[src/rtl/dummy_iter_mul.sv]
// dummy_iter_mul: iterative shift-add multiplier for the ITER execution path.
// It runs one operation at a time and takes exactly WIDTH cycles to finish.
// The result is the low WIDTH bits of the unsigned product a_i*b_i.
//
// Ports:
//   clk_i, rst_i        clock; synchronous active-high reset
//   valid_i / ready_o   operand handshake (ready_o is high only in IDLE)
//   a_i, b_i            multiplicand / multiplier (WIDTH bits)
//   valid_o / ready_i   result handshake (valid_o is high only in DONE)
//   result_o            accumulator; holds the last result while idle
//   busy_o              an operation is outstanding (BUSY or DONE)
module dummy_iter_mul #(
  parameter int unsigned WIDTH = 32
) (
  input  logic             clk_i,
  input  logic             rst_i,
  input  logic             valid_i,
  output logic             ready_o,
  input  logic [WIDTH-1:0] a_i,
  input  logic [WIDTH-1:0] b_i,
  output logic             valid_o,
  input  logic             ready_i,
  output logic [WIDTH-1:0] result_o,
  output logic             busy_o
);

  localparam int unsigned CNT_W = $clog2(WIDTH);

  typedef enum logic [1:0] {
    S_IDLE = 2'd0,
    S_BUSY = 2'd1,
    S_DONE = 2'd2
  } state_e;

  state_e           state_q, state_d;
  logic [WIDTH-1:0] a_q, a_d;
  logic [WIDTH-1:0] b_q, b_d;
  logic [WIDTH-1:0] acc_q, acc_d;
  logic [CNT_W-1:0] cnt_q, cnt_d;

  // The last-iteration test looks at the pre-increment count. When WIDTH is a
  // power of two, WIDTH-1 is all ones and the counter would wrap on the
  // increment that follows.
  logic last_iter;
  assign last_iter = (cnt_q == CNT_W'(WIDTH - 1));

  // The handshake outputs come from state only. This keeps ready_o
  // independent of valid_i and valid_o independent of ready_i.
  assign ready_o  = (state_q == S_IDLE);
  assign valid_o  = (state_q == S_DONE);
  assign busy_o   = (state_q != S_IDLE);
  assign result_o = acc_q;

  always_comb begin
    state_d = state_q;
    a_d     = a_q;
    b_d     = b_q;
    acc_d   = acc_q;
    cnt_d   = cnt_q;
    unique case (state_q)
      S_IDLE: begin
        if (valid_i) begin
          a_d     = a_i;
          b_d     = b_i;
          acc_d   = '0;
          cnt_d   = '0;
          state_d = S_BUSY;
        end
      end
      S_BUSY: begin
        // Each cycle handles one multiplier bit. The sum is truncated
        // to WIDTH bits, so the carry is dropped.
        if (b_q[0]) acc_d = acc_q + a_q;
        a_d   = a_q << 1;
        b_d   = b_q >> 1;
        cnt_d = cnt_q + CNT_W'(1);
        if (last_iter) state_d = S_DONE;
      end
      S_DONE: begin
        // No new operation is accepted in this cycle. The next operation
        // can only be accepted once the unit is back in IDLE.
        if (ready_i) state_d = S_IDLE;
      end
      default: state_d = S_IDLE;
    endcase
  end

  always_ff @(posedge clk_i) begin
    if (rst_i) begin
      state_q <= S_IDLE;
      a_q     <= '0;
      b_q     <= '0;
      acc_q   <= '0;
      cnt_q   <= '0;
    end else begin
      state_q <= state_d;
      a_q     <= a_d;
      b_q     <= b_d;
      acc_q   <= acc_d;
      cnt_q   <= cnt_d;
    end
  end

endmodule

[config.mk]
export PLATFORM = sky130hd
export DESIGN_NAME = dummy_iter_mul
export DESIGN_NICKNAME = d
export VERILOG_FILES = /design/src/rtl/dummy_iter_mul.sv
export SDC_FILE = /design/constraint.sdc
export NUM_CORES = 1
export LEC_CHECK = 0
export BUFFER_PORTS_ARGS = -buffer_cell sky130_fd_sc_hd__buf_2
export CAP_MARGIN = 20
export CORE_ASPECT_RATIO = 1.4
export CORE_MARGIN = 1.5
export CORE_UTILIZATION = 52
export DETAILED_ROUTE_END_ITERATION = 12
export PLACE_DENSITY = 0.78
export SLEW_MARGIN = 30
export SYNTH_ARGS = -nofsm -noshare
export SYNTH_HDL_FRONTEND = slang
export SYNTH_SLANG_ARGS = --single-unit
export TNS_END_PERCENT = 1
[constraint.sdc]
create_clock -name clk_i -period 2.8 [get_ports clk_i]
set_input_delay 0.28 -clock clk_i [delete_from_list [all_inputs] [get_ports clk_i]]
set_output_delay 0.28 -clock clk_i [all_outputs]
set_load 0.005 [all_outputs]
# Yosys cells after proc, flatten, opt, wreduce, memory -nomap -nowiden
# Index checks and enable logic that the tools add are counted.
# Widths: inputs -> output; s select.
# totals
elab_cells,33
regBits,103
# op_classes
muxes,13
n_addsub,2
eq_ne,7
reduce_logical,6
# op_table
op,n
$pmux 32 s2,3
$mux 32,4
$add 32x32->32,1
$pmux 5 s2,1
$mux 2,3
$ne 2x2->1 const B,3
$pmux 2 s3,1
$reduce_and 3->1,2
$add 5x1->5 const B,1
$eq 5x5->1 const B,1
$mux 5,1
$reduce_bool 2->1,2
$eq 2x1->1 const B,1
$eq 2x2->1 const B,1
$logic_not 2->1,1
$ne 2x1->1 const B,1
$reduce_and 2->1,1

# Longest topological paths before layout
# logic_depth
ltp_word,3
mapped_depth,12
mapped_depth_nobuf,12

# Worst setup path after synthesis
# OpenSTA, ideal clock, no wires.
# synth_timing
path_kind,register to register
start,"reg acc_q[0], in the netlist result_o[0]"
end,"reg acc_q[30], in the netlist result_o[30]"
arrival_time_ns,2.591
required_time_ns,2.726
slack_ns,0.135
path_buffers,0
stages_incl_launch_ff,13
cell_sequence,dfxtp_1 > ha_1 > inv_1 > fa_1 > nor2b_1 > o31ai_1 > a31o_2 > o21ai_2 > a31oi_4 > o32ai_4 > o221ai_1 > xor2_1 > o21ai_0
# synth_via
elab_chain_len,3
# synth_lines
element,line_no,source
start: declaration,38,"logic [WIDTH-1:0] acc_q, acc_d;"
start signal: assignment,93,acc_q <= '0;
start signal: assignment,99,acc_q <= acc_d;
$add 32x32->32,73,if (b_q[0]) acc_d = acc_q + a_q;
$mux 32,73,
$pmux 32 s2,60,unique case (state_q)
# Every way passes these cells. The select of a mux whose other input is x is not followed.
# A chain may end at the register's enable or synchronous reset.

# Worst setup path in the final report
# layout_timing
start,reg a_q[3]
end,"reg acc_q[25], in the netlist result_o[25]"
# layout_via
elab_chain_len,3
# layout_lines
element,line_no,source
start: declaration,36,"logic [WIDTH-1:0] a_q, a_d;"
start signal: assignment,91,a_q <= '0;
start signal: assignment,97,a_q <= a_d;
$add 32x32->32,73,
$mux 32,73,
$pmux 32 s2,60,
# Every way passes these cells. The select of a mux whose other input is x is not followed.

==> out/metrics.cfg <==
[grt]
gr-usage-met2_pct = 44.05
grt_max_degree = 63
grt_first_pass_wirelength_um = 25660
use_met1_pct = 30.30
globalRouteMet3Util_pct = 4.152
grt-ovfl-total = 0
grt_usage_pct = 25.14
antenna_found_initial = 0
grt_pass1_vias = 5602
grt_busiest_layer = met2

[logic_synthesis]
yosysMostFrequentCell = nor2_1
syn_nets = 952
yosys-top-cells-area = dfxtp_1, nor2_1, a21oi_1, ha_1, nor2b_1
ys.flop_type = dfxtp_1
syn_avg_cell_area_um2 = 7.251
ys_ff_latch = 103
synth_top_area_share_pct = 33.46
synthesis.area_um2 = 6163
synth_common_cells = nor2_1, dfxtp_1, a21oi_1, nor2b_1, nor3_1
yosysSeqAreaShare_pct = 33.46
yosys_warnings = 0
synth_edf_count = 0
async_reset_ff_share_pct = 0
syn-instance-count = 850
synth.distinct_cells = 57
synth_top_cell_by_area = dfxtp_1

[outcome]
status = finished clean

[floorplan]
die_y_um = 131.8
dieArea_um2 = 12520
core-area_um2 = 11450
initial_core_util_pct = 53.81
std_cell_rows = 46
die_w_um = 95.01
io_pins = 103

[cts]
root_buffer = clkbuf_16
ctsHtreeMaxLevel = 3
cts_tree = yes
clock_latency_ps = 340
clock-sinks = 103
clk_path_buf_depth = 2
cts_made_buffers = 9
cts.clk_slew.worst_paths_ps = 70

[sta]
fin_setup_tns_ps = 0
finalHoldViolCount = 0
rsz0062_at_grt = yes
clock_skew_ps = 4.550
slew_violations = 0
slew_headroom_pct = 48.12
timing.final.crit_share_pct = 95.33
period_minus_slack_ps = 2669
setup_viol = 0
worst_pin_slew_ps = 776.4
fmax_mhz = 374.6

[routing]
drtIter0Drc = 239
drt_first_pass_iters = 6
ant_nets = 0
drc = 0
routed_via_density = 5.607
route.detailed.wl_per_inst_um = 14.31
vias = 6039
finalWirelength_um = 15420

[placement]
place_area_um2 = 6795
port_buffers = 102
gp_congestion = 0.9587
place_hpwl_um = 10700

[critical_path]
crit_fanout = 6
cp.arrival_ps = 2910
cp-start-kind = register
critical_path_class = reg -> reg
worstSetupEndpointType = register
required_ps = 3040

[power]
max-vdd-ir-drop_v = 0.0002946
powerDensity_nw_per_um2 = 485.3
p_leak_nw = 3.377

[final_layout]
diodes = 0
area_growth_pct = 15.49
fin_area_um2 = 7118
drive_gt1_share_pct = 16.83
num-nets-final = 1030

[job]
maxCapViolCount = 0

[hold_path]
hp-class = in -> reg

[logic make-up after synthesis]
family                   count (synthesis)  share of synthesized area, %
AND/OR/NAND/NOR                        426                         31.30
AO/OA/AOI/OAI                          197                         20.67
flip-flops                             103                         33.46
buffers and inverters                   65                         3.959
adder cells (fa/ha/maj)                 34                         7.024
XOR/XNOR                                23                         3.268
multiplexers                             2                        0.3248
[stage by stage]
step	utilization, %	cells	power [W]	hold slack [ps]	setup WS (ps)
detailed placement	59.33	1060	0.002276	472.5	60.79
floorplan	-	850	0.002103	447.1	134.7
CTS	61.82	1076	0.003485	195.6	45.69
global route	62.15	1077	0.003638	207.2	-38.26
finish	62.15	1077	0.003455	205.1	130.7
global placement	59.33	1060	0.002266	458.6	97.86
[power breakdown]
part           switching [W]  leakage, nW  internal, W
registers          0.0000739        0.848      0.00156
logic               0.000351         2.39     0.000264
clock network       0.000551        0.140     0.000655
[routing by layer]
layer | part of all wire (%) | vias to the layer above
met5 | 0 | -
met4 | 2.0 | 0
met3 | 4.8 | 32
met2 | 51 | 149
met1 | 42 | 2786
li1 | - | 3072
[registers in the layout (all words and copies together) (netlist names)]
name	count
cnt_q	5
b_q	32
a_q	32
result_o	32
state_q	2
[cell usage in the layout, fill, tap and decap left out, drive strengths merged, types with 4 or more instances in the layout]
cell	instances
buf	120
xor2	14
o21ai	29
a211oi	5
or3	5
dfxtp	103
nor3	65
nand2	42
o21a	6
a22oi	12
nor2b	66
and3	5
inv	12
a21o	15
clkinv	4
o31ai	4
ha	33
clkbuf	11
nand3	6
or2	4
xnor2	9
nor2	223
a32oi	5
a21oi	92
[final timing paths]
check | cells past startpoint | slack [ps] | from | endpoint
worst max-delay path | 10 | 130 | a_q[3] | result_o[25]
worst min register to register | 2 | 480 | result_o[15] | result_o[15]
worst min-delay path | 3 | 210 | b_i[31] | b_q[31]
worst max register to register | 10 | 130 | a_q[3] | result_o[25]
[repair_timing]
| item | CTS | global route |
|---|---|---|
| resized for setup | 0 | 6 |
| endpoints found under the setup margin | 0 | 9 |
| hold endpoints to repair | 0 | 0 |
| setup buffers | 0 | 1 |
| hold buffers | 0 | 0 |
[worst max-delay path, cell delays in order, from the launching register on]
cell	delay, ps
dfxtp_1	330
ha_1	380
a21oi_1	110
o22ai_2	220
o2111a_2	290
nand3_2	90
a31o_4	260
o21a_1	230
o31ai_1	340
xor2_1	110
a22o_1	200
[cell type report]
type	instances	area [um2]
Inverter	12	45.04
Fill cell	1055	4335
Multi-Input combinational cell	682	3895
Tap cell	144	180.2
Clock inverter	5	31.28
Clock buffer	11	254.0
Sequential cell	103	2067
Timing Repair Buffer	120	645.6
No activity file was read; power rests on OpenSTA's default activity.
